==> src/rtl/bus_sync_scan_ctrl.sv <==
// Round-robin stability qualifier for N_CH async quasi-static buses entering dest_clk.
// Latency: 2-flop front end, then 1+SETTLE+(STABLE_CNT+1)+1 cycles from SELECT to sync_valid.
// No backpressure: free-running scan, results are 1-cycle pulses plus held output registers.
module bus_sync_scan_ctrl #(
    parameter int Bus_BW     = 8,
    parameter int N_CH       = 4,
    parameter int SETTLE     = 2,
    parameter int STABLE_CNT = 3,
    parameter int TIMEOUT    = 15
) (
    input  logic                       dest_clk,
    input  logic                       dest_rst,
    input  logic [N_CH-1:0]            ch_en,
    input  logic [N_CH*Bus_BW-1:0]     Bus_in_flat,
    output logic [N_CH*Bus_BW-1:0]     Bus_sync_flat,
    output logic [N_CH-1:0]            sync_valid,
    output logic [N_CH-1:0]            sync_chg,
    output logic [N_CH-1:0]            ch_timeout,
    output logic                       busy,
    output logic [$clog2(N_CH)-1:0]    cur_ch
);

    localparam int CW = $clog2(N_CH);
    localparam int TW = $clog2(TIMEOUT + 1);
    localparam logic [3:0]    STABLE_L    = 4'(STABLE_CNT);
    localparam logic [3:0]    SETTLE_LAST = 4'((SETTLE > 0) ? SETTLE - 1 : 0);
    localparam logic [TW-1:0] TMO_L       = TW'(TIMEOUT);

    typedef enum logic [2:0] {
        S_IDLE, S_SELECT, S_SETTLE, S_SAMPLE, S_CAPTURE, S_ABANDON
    } state_t;

    state_t state, state_nxt;

    logic [N_CH-1:0][Bus_BW-1:0] stage1, stage2, out_q;
    logic [Bus_BW-1:0]           sample, ref_val;
    logic [3:0]                  cnt;
    logic [TW-1:0]               tmo;
    logic                        first_smp;
    logic [CW-1:0]               last_ch, next_ch;
    logic [CW:0]                 sum;
    logic                        found, any_en, en_cur, samp_eq, stable_hit, tmo_hit;

    assign Bus_sync_flat = out_q;

    always_comb begin
        sample     = stage2[cur_ch];
        en_cur     = ch_en[cur_ch];
        any_en     = |ch_en;
        samp_eq    = !first_smp && (sample == ref_val);
        stable_hit = samp_eq && ((cnt + 4'd1) == STABLE_L);
        tmo_hit    = ((tmo + TW'(1)) == TMO_L);
    end

    // First enabled channel strictly after the last one served, wrapping.
    always_comb begin
        next_ch = last_ch;
        found   = 1'b0;
        sum     = '0;
        for (int i = 1; i <= N_CH; i++) begin
            sum = {1'b0, last_ch} + (CW+1)'(i);
            if (sum >= (CW+1)'(N_CH))
                sum = sum - (CW+1)'(N_CH);
            if (!found && ch_en[sum[CW-1:0]]) begin
                next_ch = sum[CW-1:0];
                found   = 1'b1;
            end
        end
    end

    always_ff @(posedge dest_clk or posedge dest_rst) begin
        if (dest_rst)
            state <= S_IDLE;
        else
            state <= state_nxt;
    end

    always_comb begin
        state_nxt = state;
        case (state)
            S_IDLE:    if (any_en) state_nxt = S_SELECT;
            S_SELECT: begin
                if (!any_en)          state_nxt = S_IDLE;
                else if (SETTLE == 0) state_nxt = S_SAMPLE;
                else                  state_nxt = S_SETTLE;
            end
            S_SETTLE: begin
                if (!en_cur)                 state_nxt = S_SELECT;
                else if (cnt == SETTLE_LAST) state_nxt = S_SAMPLE;
            end
            // Stability beats timeout when both land on the same compare.
            S_SAMPLE: begin
                if (!en_cur)         state_nxt = S_SELECT;
                else if (stable_hit) state_nxt = S_CAPTURE;
                else if (tmo_hit)    state_nxt = S_ABANDON;
            end
            S_CAPTURE: state_nxt = S_SELECT;
            S_ABANDON: state_nxt = S_SELECT;
            default:   state_nxt = S_IDLE;
        endcase
    end

    always_comb begin
        busy = (state != S_IDLE);
    end

    always_ff @(posedge dest_clk or posedge dest_rst) begin
        if (dest_rst) begin
            stage1     <= '0;
            stage2     <= '0;
            out_q      <= '0;
            ref_val    <= '0;
            cnt        <= '0;
            tmo        <= '0;
            first_smp  <= 1'b0;
            cur_ch     <= '0;
            last_ch    <= CW'(N_CH - 1);
            sync_valid <= '0;
            sync_chg   <= '0;
            ch_timeout <= '0;
        end else begin
            stage1     <= Bus_in_flat;
            stage2     <= stage1;
            sync_valid <= '0;
            sync_chg   <= '0;
            ch_timeout <= '0;
            case (state)
                S_SELECT: begin
                    if (any_en)
                        cur_ch <= next_ch;
                    cnt       <= '0;
                    tmo       <= '0;
                    first_smp <= 1'b1;
                end
                S_SETTLE: begin
                    cnt <= cnt + 4'd1;
                    if (!en_cur)
                        last_ch <= cur_ch;
                end
                S_SAMPLE: begin
                    if (!en_cur) begin
                        last_ch <= cur_ch;
                    end else begin
                        if (!samp_eq) begin
                            ref_val <= sample;
                            cnt     <= '0;
                        end else begin
                            cnt <= cnt + 4'd1;
                        end
                        tmo       <= tmo + TW'(1);
                        first_smp <= 1'b0;
                    end
                end
                S_CAPTURE: begin
                    out_q[cur_ch]      <= ref_val;
                    sync_valid[cur_ch] <= 1'b1;
                    sync_chg[cur_ch]   <= (ref_val != out_q[cur_ch]);
                    last_ch            <= cur_ch;
                end
                S_ABANDON: begin
                    ch_timeout[cur_ch] <= 1'b1;
                    last_ch            <= cur_ch;
                end
                default: ;
            endcase
        end
    end

endmodule

==> config.mk <==
export PLATFORM = sky130hd
export DESIGN_NAME = bus_sync_scan_ctrl
export DESIGN_NICKNAME = d
export VERILOG_FILES = /design/src/rtl/bus_sync_scan_ctrl.sv
export SDC_FILE = /design/constraint.sdc
export NUM_CORES = 1
export LEC_CHECK = 0
export ABC_AREA = 1
export ABC_CLOCK_PERIOD_IN_PS = 4800
export CORE_MARGIN = 2
export CORE_UTILIZATION = 53
export CTS_CLUSTER_SIZE = 16
export DETAILED_ROUTE_END_ITERATION = 8
export PLACE_DENSITY = 0.79
export SLEW_MARGIN = 20
export SYNTH_ARGS = -nofsm -noshare
export SYNTH_HDL_FRONTEND = slang
export SYNTH_SLANG_ARGS = --single-unit
export TNS_END_PERCENT = 1
==> constraint.sdc <==
create_clock -name dest_clk -period 4.8 [get_ports dest_clk]
set_input_delay 0.96 -clock dest_clk [delete_from_list [all_inputs] [get_ports dest_clk]]
set_output_delay 0.96 -clock dest_clk [all_outputs]
set_load 0.02 [all_outputs]
Word level (Yosys, flattened, before mapping)
Index checks and enable logic that the tools add are counted.
Word-level totals
  register bits: 132
  bits of input ports: 38
  output and inout bits: 47
Cells by class
  add/sub/neg operators: 10
  $lt $le $gt $ge: 10
  eq/ne operators: 15
  mux-type cells: 50
  bitwise operators: 2
  reductions and logical operators: 24
Operators by type and width (number)
  8-bit binary-select mux with 2-bit select: 2
  32-bit bitwise mux: 1
  4-bit 2-to-1 mux: 6
  8-bit 2-to-1 mux: 3
  2-bit 2-to-1 mux: 10
  3-bit 2-to-1 mux: 6
  8-bit demux with 2-bit select: 1
  2-bit by 3-bit < comparator with 1-bit output (second input constant): 5
  3-bit case mux with 5 select lines: 1
  3-bit >= comparator (second input constant): 4
  4-bit case mux with 3 select lines: 1
  1-bit binary-select mux with 2-bit select: 5
  1-bit 2-to-1 mux: 10
  4-bit by 1-bit adder with 4-bit output (second input constant): 2
  8-bit equality test: 1
  8-bit != test: 1
  4-bit case mux with 2 select lines: 1
  2-bit AND reduction: 4
  2-bit by 1-bit subtractor with 2-bit output (second input constant): 4
  2-bit by 2-bit adder with 3-bit output (second input constant): 2
  3-bit by 2-bit equality test with 1-bit output (second input constant): 2
  3-bit equality test (second input constant): 2
  1-bit logical AND: 6
  2-bit != test (second input constant): 3
  21 further kinds: 28

Logic depth before layout (Yosys ltp)
Gate-level depths: netlist of the first run.
  word-level depth: 15
  mapped depth: 15
  gate-level depth less buffers: 14

Worst setup path before layout of the first run
No wires, ideal clock.
  path type: input to register
  start point: in ch_en[1]
  end point: reg ref_val[1]
  library setup time: 0.124 ns
  data arrival time: 1.827 ns
  path slack: 2.848 ns
  cell stages on the path: 8
  cells stage by stage: inv_1 a21oi_1 nand3_1 inv_2 nand2_2 buf_6 nor2_1 a21oi_2
Between the ends
  word-level cells in the longest chain between the ends: 3
Ends and longest elaborated chain
  start, declared: line 13  | input logic [N_CH-1:0] ch_en,
  1-bit binary-select mux with 2-bit select: line 48  | en_cur = ch_en[cur_ch];
  1-bit 2-to-1 mux (not written as such): line 48
  3-bit AND reduction (no line)
  end signal, assigned: line 145  | ref_val <= sample;
  end, declared: line 36  | logic [Bus_BW-1:0] sample, ref_val;
No other way between the ends. The select of a mux whose other input is x is not followed.
A chain may end at the register's enable or synchronous reset.

Worst setup path after layout of the first run
  start point: reg cur_ch[1]
  end point: out cur_ch[1]
RTL lines
  start, declared: line 20  | output logic [$clog2(N_CH)-1:0] cur_ch
  start signal, assigned: line 130  | cur_ch <= next_ch;
No word-level cell between the ends.

==> impl_metrics.py, run 1 <==
metrics = {
    "critical_path": {
        "critical_path_buf_inv_count": 1,
        "endpoint_kind": "output pin",
        "ff2ff_path_depth": 9,
        "worst-endpoint-required_ps": 3840,
        "critPathArrivalTime_ps": 1940,
        "critical_path_class": "flop to output pin",
        "worstSetupStartpointType": "flop",
        "crit_chain": "clkdlybuf4s50_1",
        "cp_max_fo": 14,
        "timing.critical_path.slowest_stage_cell": "clkdlybuf4s50_1",
        "timing.critical_path.slowest_cell_delay_ps": 720,
        "worst-path-stages": 1,
        "critical-path-top-delay-family": "buffers and inverters",
    },
    "cells_and_area": {
        "final_cell_area_um2": 6683,
        "antenna_cells_inserted": 0,
        "fillCellCount": 725,
        "num-nets-final": 667,
        "areaGrowthSynthToFinish_pct": 29.48,
        "area_taken_by_flip_flops_and_latches_um2": 3306,
        "multi_input_comb_area_um2": 1623,
        "layout-drive-gt1-share": 0.08006,
    },
    "clock_network": {
        "cts_made_buffers": 17,
        "cts_htree_levels": 4,
        "post-cts-setup-buffers": 0,
        "clock_path_buffers": 2,
        "cts_resized": 0,
        "insertion_delay_ps": 510,
        "cts_hold_buffers": 0,
        "tritoncts": "built",
        "root_buffer": "clkbuf_8",
        "numClockSinks": 132,
        "clock_pin_slew_on_the_worst_setup_and_hold_paths_ps": 60,
    },
    "routing": {
        "avgViaCountPerCell": 5.134,
        "drc": 0,
        "antenna_left": 0,
        "average_wire_length_per_cell_after_detail_routing_um": 14.25,
        "firstDrtPassIters": 5,
        "wire_length_after_detailed_routing_um": 10970,
        "route.vias.total": 3953,
        "drt-initial-drc-count": 287,
    },
    "logic_synthesis": {
        "post_synth_inst_count": 529,
        "syn_area_um2": 5161,
        "synth_enable_flop_cells": 0,
        "syn-num-nets": 572,
        "post_synth_num_cell_types": 28,
        "flip_flop_and_latch_count_after_synthesis": 132,
        "synth_top_cells_by_area": "dfrtp_1 63%, nand2_1 12%, o21ai_0 5.3%",
        "yosys_warnings": 0,
        "async_reset_ff_frac": 1.000,
        "syn_avg_cell_area_um2": 9.757,
        "synth_seq_area_share": 0.6405,
        "netlist.area_leader.share": 0.6303,
        "yosys_most_used_dff": "dfrtp_1",
        "synth.largest_area_cell": "dfrtp_1",
    },
    "die": {
        "die_h_um": 102.7,
        "die_w_um": 102.7,
        "die-area_um2": 10540,
        "num_io_pins": 85,
        "design.core.area_um2": 9594,
        "initial_core_util": 0.5379,
        "floorplan.rows": 36,
    },
    "global_routing": {
        "first_pass_grt_wire_length_um": 17830,
        "antenna_found_initial": 0,
        "first_global_vias": 3786,
        "largest_net_degree_at_the_start_of_global_routing": 81,
        "gr-usage-all-layers": 0.2248,
        "global_route.overflow_total": 0,
    },
    "timing": {
        "tns_ps": 0,
        "hold_viol_final": 0,
        "final.hold.worst_slack_ps": 343.5,
        "worst_clock_skew_ps": 7.748,
        "post-route-min-period_ps": 2900,
        "max-slew-margin-rel": 0.3597,
        "grt_setup_unrepaired": "false",
        "setup_viol": 0,
        "worst_slew_pin_slew_ps": 956.9,
        "clock.fmax_mhz": 344.8,
        "postLayoutSetupSlackWorst_ps": 1900,
        "min_period_over_period": 0.6042,
        "report.final.slew_viol_count": 0,
    },
    "place": {
        "buffer_ports.inserted": 84,
        "dpl_cell_area_um2": 6126,
        "place.detailed.hpwl_um": 7279,
        "detailedPlace.worstSlack_ps": 2100,
        "gp_routability_congestion": 0.9714,
    },
    "status": {
        "outcome": "complete, no violations",
    },
    "power": {
        "power_switching_mw": 1.673,
        "internal_power_mw": 2.607,
        "power.ir.vdd_worst_uv": 297.5,
        "power_mw": 4.280,
        "seq_power_share": 0.358,
        "clock_power_share": 0.279,
        "power.leakage_nw": 3.151,
        "switching_share": 0.3908,
        "power_frac_comb": 0.363,
        "power.density_nw_per_um2": 640.4,
    },
    "flow_run": {
        "max-cap-violations": 0,
    },
    "min_path": {
        "timing.hold.worst.class": "flop to flop",
        "worstHoldPathCells": 0,
    },
}
-- layer usage --
layer | routed length [µm] | vias to the layer above | global-route usage
li1 | - | 1897 | -
met1 | 4684 | 1850 | 0.3022
met2 | 5160 | 180 | 0.3494
met3 | 851 | 26 | 0.05424
met4 | 276 | 0 | 0.1046
met5 | 0 | - | 0
-- stage by stage --
step                  util  cells
finish              0.6965    770
global route        0.6965    770
CTS                 0.6965    770
detailed placement  0.6385    738
global placement    0.6385    738
floorplan                -    529
-- power groups by stage --
stage	Combinational (mW)	Sequential, mW	Clock (mW)
2_1_floorplan	0.933	1.61	0
3_3_place_gp	1.48	1.53	0
3_5_place_dp	1.53	1.54	0
4_1_cts	1.55	1.53	1.21
5_1_grt	1.72	1.56	1.26
6_report	1.56	1.53	1.19
-- final timing paths --
path,start,to,slack (ps)
min reg2reg,stage1[26],stage2[26],340
min in group asynchronous,dest_rst,Bus_sync_flat[19],1010
max reg2reg,cur_ch[1],ref_val[2],2130
max in group asynchronous,dest_rst,stage1[29],2860
max,cur_ch[1],cur_ch[1],1900
min,stage1[26],stage2[26],340
-- cell usage in the layout (no fill, tap or decap) --
master	netlist	final
nor2_2	3	3
a21oi_2	2	2
clkinv_4	0	4
dfrtp_1	130	130
nor4_1	1	1
nand4_1	5	5
a22oi_1	9	9
o21ai_0	55	55
nor3_1	1	1
a21oi_1	17	17
nor2_4	2	2
buf_4	2	3
clkdlybuf4s50_1	0	84
o22ai_1	4	4
xor2_1	12	12
o21ai_1	2	2
inv_1	40	39
inv_2	4	4
nand2_2	2	2
clkinv_2	0	3
clkinvlp_4	0	3
bufinv_16	0	1
dfstp_2	2	2
nand2_1	161	161
nor2_1	37	37
clkbuf_8	0	2
clkbuf_16	0	16
inv_6	0	3
inv_4	0	1
xnor2_1	2	2
nor3b_1	2	2
nand3_1	19	19
ha_1	5	5
o211ai_1	1	1
-- Yosys cell counts (3+ instances only) --
cell / instances
nor2_1: 37
clkbuf_1: 4
nor2_2: 3
a22oi_1: 9
o21ai_0: 55
xor2_1: 12
nand2_1: 161
nand4_1: 5
a21oi_1: 17
nand3_1: 19
buf_2: 3
ha_1: 5
inv_1: 40
inv_2: 4
dfrtp_1: 130
o22ai_1: 4
-- area by class of cell --
| cell class | count | area share |
|---|---|---|
| clock buffer | 18 | 0.06403 |
| clock inverter | 14 | 0.01928 |
| sequential | 132 | 0.4947 |
| timing repair buffer | 87 | 0.1292 |
| inverter | 44 | 0.02509 |
| multi-input combinational | 342 | 0.2428 |
| tap | 133 | 0.02490 |
-- flip-flops by register name (all words and copies together), names as in the netlist --
name and flops:
sync_chg 4, first_smp 1, Bus_sync_flat 32, sync_valid 4
tmo 4, last_ch 2, state 3, stage1 32
stage2 32, ref_val 8, cnt 4, cur_ch 2
ch_timeout 4
-- logic make-up after synthesis --
family / Yosys count / share of synthesized area
simple gates: 233 / 0.1840
compound gates: 90 / 0.09454
xor+xnor: 14 / 0.02376
buf+inv: 55 / 0.04509
flops: 132 / 0.6405
fa+ha+maj: 5 / 0.01212
Note: power is estimated with default switching activity, not from simulation.
==> run 2: changes to the inputs <==
Settings changed: ABC_CLOCK_PERIOD_IN_PS 4800 to 2400, CORE_UTILIZATION 53 to 48, PLACE_DENSITY 0.79 to 0.76.
Clock period 4.8 ns to 2.4 ns, I/O delays scaled along.
==> run 2 against run 1 <==
Non-clock buffer count rose by 6. Via count fell by 0.81%. Sequential share of layout area fell by 0.67 points. Highest routed layer unchanged. Sequential power rose by 99%. Combinational power rose by 100%. Sequential cell count did not move. Worst hold slack got worse by 72 ps. Setup slack got worse by 1700 ps. Power rose by 100%. First-iteration DRC count fell by 30%. Design area rose by 1.4%. Largest cell class unchanged.
==> impl_metrics.py, run 2 (synthesized netlist as in run 1, its figures left out) <==
metrics = {
    "timing": {
        "worst_slew_pin_slew_ps": 518.5,
        "tns_ps": 0,
        "hold_viol_final": 0,
        "min_period_over_period": 0.9372,
        "grt_setup_unrepaired": "false",
        "worst_clock_skew_ps": 8.200,
        "clock.fmax_mhz": 444.6,
        "setup_viol": 0,
        "max-slew-margin-rel": 0.6539,
        "report.final.slew_viol_count": 0,
        "post-route-min-period_ps": 2249,
        "final.hold.worst_slack_ps": 272.0,
    },
    "power": {
        "internal_power_mw": 5.196,
        "power_frac_comb": 0.366,
        "power.density_nw_per_um2": 1274,
        "clock_power_share": 0.281,
        "power.ir.vdd_worst_uv": 629.3,
        "power.leakage_nw": 3.204,
        "power_switching_mw": 3.437,
        "power_mw": 8.633,
        "seq_power_share": 0.353,
        "switching_share": 0.3982,
    },
    "routing": {
        "antenna_left": 0,
        "drt-initial-drc-count": 200,
        "route.vias.total": 3921,
        "wire_length_after_detailed_routing_um": 10720,
        "firstDrtPassIters": 5,
        "avgViaCountPerCell": 5.033,
        "drc": 0,
        "average_wire_length_per_cell_after_detail_routing_um": 13.76,
    },
    "clock_network": {
        "post-cts-setup-buffers": 0,
        "root_buffer": "clkbuf_8",
        "clock_pin_slew_on_the_worst_setup_and_hold_paths_ps": 70,
        "tritoncts": "built",
        "cts_made_buffers": 17,
        "clock_path_buffers": 2,
        "insertion_delay_ps": 520,
        "numClockSinks": 132,
        "cts_htree_levels": 4,
        "cts_hold_buffers": 0,
    },
    "die": {
        "die_w_um": 107.7,
        "design.core.area_um2": 10370,
        "num_io_pins": 85,
        "initial_core_util": 0.4977,
        "die-area_um2": 11600,
        "die_h_um": 107.7,
        "floorplan.rows": 37,
    },
    "critical_path": {
        "ff2ff_path_depth": 10,
        "critical_path_class": "flop to output pin",
        "endpoint_kind": "output pin",
        "critPathArrivalTime_ps": 1770,
        "worstReg2RegStart": "cur_ch[1]",
        "r2r_setup_slack_ps": 210,
        "cp_max_fo": 5,
        "reg2reg_to": "ref_val[7]",
        "worstSetupStartpointType": "flop",
        "worst-endpoint-required_ps": 1920,
    },
    "place": {
        "placed_cells_incl_taps": 747,
        "buffer_ports.inserted": 84,
        "dpl_cell_area_um2": 6201,
        "gp_routability_congestion": 0.9284,
        "place.detailed.hpwl_um": 7453,
    },
    "cells_and_area": {
        "fillCellCount": 802,
        "layout-drive-gt1-share": 0.09020,
        "antenna_cells_inserted": 0,
        "commonest_non_fill_non_tap_cell_in_the_layout": "nand2_1",
        "multi_input_comb_area_um2": 1623,
        "final_cell_area_um2": 6774,
        "areaGrowthSynthToFinish_pct": 31.25,
        "most-common-layout-cells": "161 x nand2_1, 130 x dfrtp_1, 83 x clkdlybuf4s50_1, 55 x o21ai_0, 38 x inv_1",
        "area_taken_by_flip_flops_and_latches_um2": 3306,
        "num-nets-final": 673,
        "layoutNonFillerInstCount": 779,
    },
    "global_routing": {
        "first_global_vias": 3761,
        "antenna_found_initial": 0,
        "global_route.overflow_total": 0,
        "gr-usage-all-layers": 0.1986,
        "largest_net_degree_at_the_start_of_global_routing": 65,
        "first_pass_grt_wire_length_um": 17640,
    },
    "status": {
        "outcome": "complete, no violations",
    },
    "flow_run": {
        "max-cap-violations": 0,
    },
    "min_path": {
        "timing.hold.worst.class": "input port to asynchronous set/reset pin",
    },
}
[run 2: cell type report]
class | instances | share of cell area
Multi-Input combinational cell | 342 | 0.2396
Clock inverter | 15 | 0.02253
Inverter | 44 | 0.02549
Sequential cell | 132 | 0.4880
Timing Repair Buffer | 93 | 0.1382
Clock buffer | 17 | 0.06114
Tap cell | 136 | 0.02512
[run 2: how the worst max path moves through the flow]
| stage | startpoint | to | slack, ps | cells after the start |
|---|---|---|---|---|
| after floorplan | dest_rst | Bus_sync_flat[0] | 280 | 1 |
| after global placement | ch_en[2] | ref_val[1] | 300 | 8 |
| after detailed placement | cur_ch[0] | ref_val[7] | 180 | 9 |
| after CTS | cur_ch[0] | cur_ch[0] | 80 | 2 |
| after global routing | cur_ch[1] | cnt[3] | 50 | 11 |
| final | state[0] | busy | 150 | 3 |
[run 2: routing by layer]
metal	track usage	vias up	routed length, µm
li1	-	1907	-
met1	0.2566	1838	4540
met5	0	-	0
met2	0.3181	160	5191
met4	0.08059	0	172
met3	0.05448	16	814
[run 2: through the flow]
step	setup slack [ps]	util
2_1_floorplan	284.4	-
3_3_place_gp	300.5	0.5980
3_5_place_dp	184.5	0.5980
4_1_cts	83.90	0.6526
5_1_grt	50.60	0.6532
6_report	150.7	0.6532
[run 2: worst max-delay path, stage by stage, from the launching register on]
cell and delay, ps:
dfrtp_1 430, nor2_1 160, nand2_1 110, clkdlybuf4s50_1 550
[run 2: what timing repair did]
action | CTS | global route
setup endpoints to repair | 0 | 11
gates resized for setup | 0 | 2
hold endpoints to repair | 0 | 0
[run 2: power by group through the flow]
stage	Sequential (mW)	Combinational [mW]	Clock, mW
floorplan	3.22	1.87	0
global placement	3.05	3.03	0
detailed placement	3.07	3.12	0
CTS	3.04	3.16	2.45
global route	3.10	3.52	2.57
finish	3.04	3.16	2.43
==> run 3: changes to the inputs <==
Settings changed: GPL_TIMING_DRIVEN set to 0.
==> run 3 against run 2 <==
Highest routed layer unchanged. Critical path type is now flop to flop. Largest power group unchanged. Non-clock buffer count increased by 7. Sequential cell count unchanged. Maximum frequency increased by 0.90%. Worst hold slack improved by 73 ps. Routed wire length increased by 5.7%. Combinational power increased by 3%. Count of clock-buffer cells in the layout increased by 1. Core utilization increased by 0.83 points.
==> impl_metrics.py, run 3 (synthesized netlist as in run 1, its figures left out) <==
metrics = {
    "timing": {
        "hold_viol_final": 0,
        "setup_viol": 0,
        "post-route-min-period_ps": 2229,
        "clock.fmax_mhz": 448.6,
        "report.final.slew_viol_count": 0,
        "grt_setup_unrepaired": "false",
        "worst_slew_pin_slew_ps": 569.6,
        "min_period_over_period": 0.9289,
        "max-slew-margin-rel": 0.6194,
        "final.hold.worst_slack_ps": 344.8,
        "postLayoutSetupSlackWorst_ps": 170.7,
        "worst_clock_skew_ps": 7.066,
    },
    "global_routing": {
        "grt.busiest_layer": "met2",
        "antenna_found_initial": 0,
        "gr-usage-all-layers": 0.2064,
        "first_global_vias": 3880,
        "groute.layer.met3.usage": 0.05085,
        "largest_net_degree_at_the_start_of_global_routing": 27,
        "grt_util_met1": 0.2604,
        "grt_util_met2": 0.3428,
        "global_route.overflow_total": 0,
        "first_pass_grt_wire_length_um": 18440,
    },
    "critical_path": {
        "timing.critical_path.slowest_stage_cell": "dfrtp_1",
        "crit_chain": "buf_4 > nor2_4 > inv_1 > nor2_1 > a21oi_1 > nand2_1 > nand2_1 > nor2_2 > a21oi_2 > nand4_1 > o21ai_1",
        "critPathArrivalTime_ps": 2620,
        "critical-path-top-delay-family": "simple AND/OR/NAND/NOR gates",
        "timing.critical_path.slowest_cell_delay_ps": 400,
        "worst-endpoint-required_ps": 2790,
        "critical_path_class": "flop to flop",
        "endpoint_kind": "flop",
        "critical-path-top-cell-by-count": "nand2_1",
        "critical_path_buf_inv_count": 2,
        "cp_max_fo": 10,
        "worstSetupStartpointType": "flop",
    },
    "place": {
        "placed_cells_incl_taps": 754,
        "dpl_cell_area_um2": 6306,
        "gp_routability_congestion": 0.8863,
        "place.detailed.hpwl_um": 7866,
        "buffer_ports.inserted": 84,
        "detailedPlace.worstSlack_ps": 128.4,
    },
    "cells_and_area": {
        "most-common-layout-cells": "161 x nand2_1, 130 x dfrtp_1, 84 x clkdlybuf4s50_1, 55 x o21ai_0, 39 x inv_1",
        "layoutNonFillerInstCount": 786,
        "final_cell_area_um2": 6860,
        "layout-drive-gt1-share": 0.09231,
        "antenna_cells_inserted": 0,
        "fillCellCount": 825,
        "areaGrowthSynthToFinish_pct": 32.92,
        "commonest_non_fill_non_tap_cell_in_the_layout": "nand2_1",
        "num-nets-final": 680,
    },
    "clock_network": {
        "cts_htree_levels": 4,
        "insertion_delay_ps": 510,
        "numClockSinks": 132,
        "root_buffer": "clkbuf_8",
        "tritoncts": "built",
        "clock_path_buffers": 2,
        "cts_made_buffers": 17,
        "clock_pin_slew_on_the_worst_setup_and_hold_paths_ps": 60,
        "post-cts-setup-buffers": 0,
    },
    "flow_run": {
        "max-cap-violations": 0,
    },
    "routing": {
        "route.vias.total": 4012,
        "wire_length_after_detailed_routing_um": 11330,
        "average_wire_length_per_cell_after_detail_routing_um": 14.42,
        "antenna_left": 0,
        "drt-initial-drc-count": 229,
        "drc": 0,
        "avgViaCountPerCell": 5.104,
        "firstDrtPassIters": 7,
    },
    "die": {
        "die_w_um": 107.7,
        "num_io_pins": 85,
        "design.core.area_um2": 10370,
        "floorplan.rows": 37,
        "die-area_um2": 11600,
        "initial_core_util": 0.4977,
        "die_h_um": 107.7,
    },
    "status": {
        "outcome": "complete, no violations",
    },
    "power": {
        "power.ir.vdd_worst_uv": 597.0,
        "power.density_nw_per_um2": 1260,
        "power.leakage_nw": 3.224,
    },
    "min_path": {
        "timing.hold.worst.class": "flop to flop",
    },
}
==> run 3: changes by cell type in the layout (fill, tap and decap cells not counted), sizes merged <==
cell / delta
inv: -7
buf: +3
clkdlybuf4s50: +1
clkbuf: +5
dlymetal6s2s: -1
bufinv: +1
clkinvlp: +2
clkinv: +3
==> run 3: layout make-up <==
type | instances | area (µm²) | share of cell area
repair buffers | 89 | 970.9 | 0.1415
flip-flops and latches | 132 | 3306 | 0.4819
inverters | 44 | 168.9 | 0.02462
plain buffers | 11 | 67.56 | 0.009849
multi-input cells | 342 | 1628 | 0.2373
clock buffers | 18 | 417.9 | 0.06092
clock inverters | 14 | 131.4 | 0.01915
well taps | 136 | 170.2 | 0.02480
==> run 3: repair_timing <==
| item | CTS | global route |
|---|---|---|
| gates resized for setup | 0 | 1 |
| setup endpoints to repair | 0 | 1 |
| hold buffers | 0 | 0 |
==> run 3: where the power goes <==
group          internal [mW]  switching (mW)  total [mW]
Sequential              2.66           0.356        3.02
Clock                   1.38           0.977        2.36
Combinational           1.22            2.04        3.26
Total                   5.27            3.37        8.64
==> run 3: through the flow <==
stage	utilization	setup TNS (ps)	total power, mW
finish	0.6616	0	8.641
detailed placement	0.6081	0	6.237
CTS	0.6611	0	8.625
global placement	0.5956	-89430	6.116
floorplan	-	0	5.091
global route	0.6616	0	9.163
==> run 3: worst reg2reg max path, cell delays in order, from the launching register on <==
cell	delay [ps]
dfrtp_1	400
buf_4	210
nor2_4	310
inv_1	180
nor2_1	120
a21oi_1	80
nand2_1	110
nand2_1	80
nor2_2	280
a21oi_2	140
nand4_1	130
o21ai_1	70
==> run 3: layer usage <==
layer	routed length, µm	vias up
li1	-	1919
met1	4594	1901
met2	5595	167
met3	943	25
met4	199	0
met5	0	-
==> run 3: path summary, 6_finish.rpt <==
| check | from | endpoint | slack (ps) | cells past startpoint |
|---|---|---|---|---|
| setup / recovery | cur_ch[0] | cnt[0] | 170 | 11 |
| hold / removal | stage1[16] | stage2[16] | 340 | 0 |
| setup reg to reg | cur_ch[0] | cnt[0] | 170 | 11 |
| hold reg to reg | stage1[16] | stage2[16] | 340 | 0 |
| max in group asynchronous | dest_rst | stage1[20] | 1150 | 5 |
| min in group asynchronous | dest_rst | Bus_sync_flat[14] | 380 | 2 |
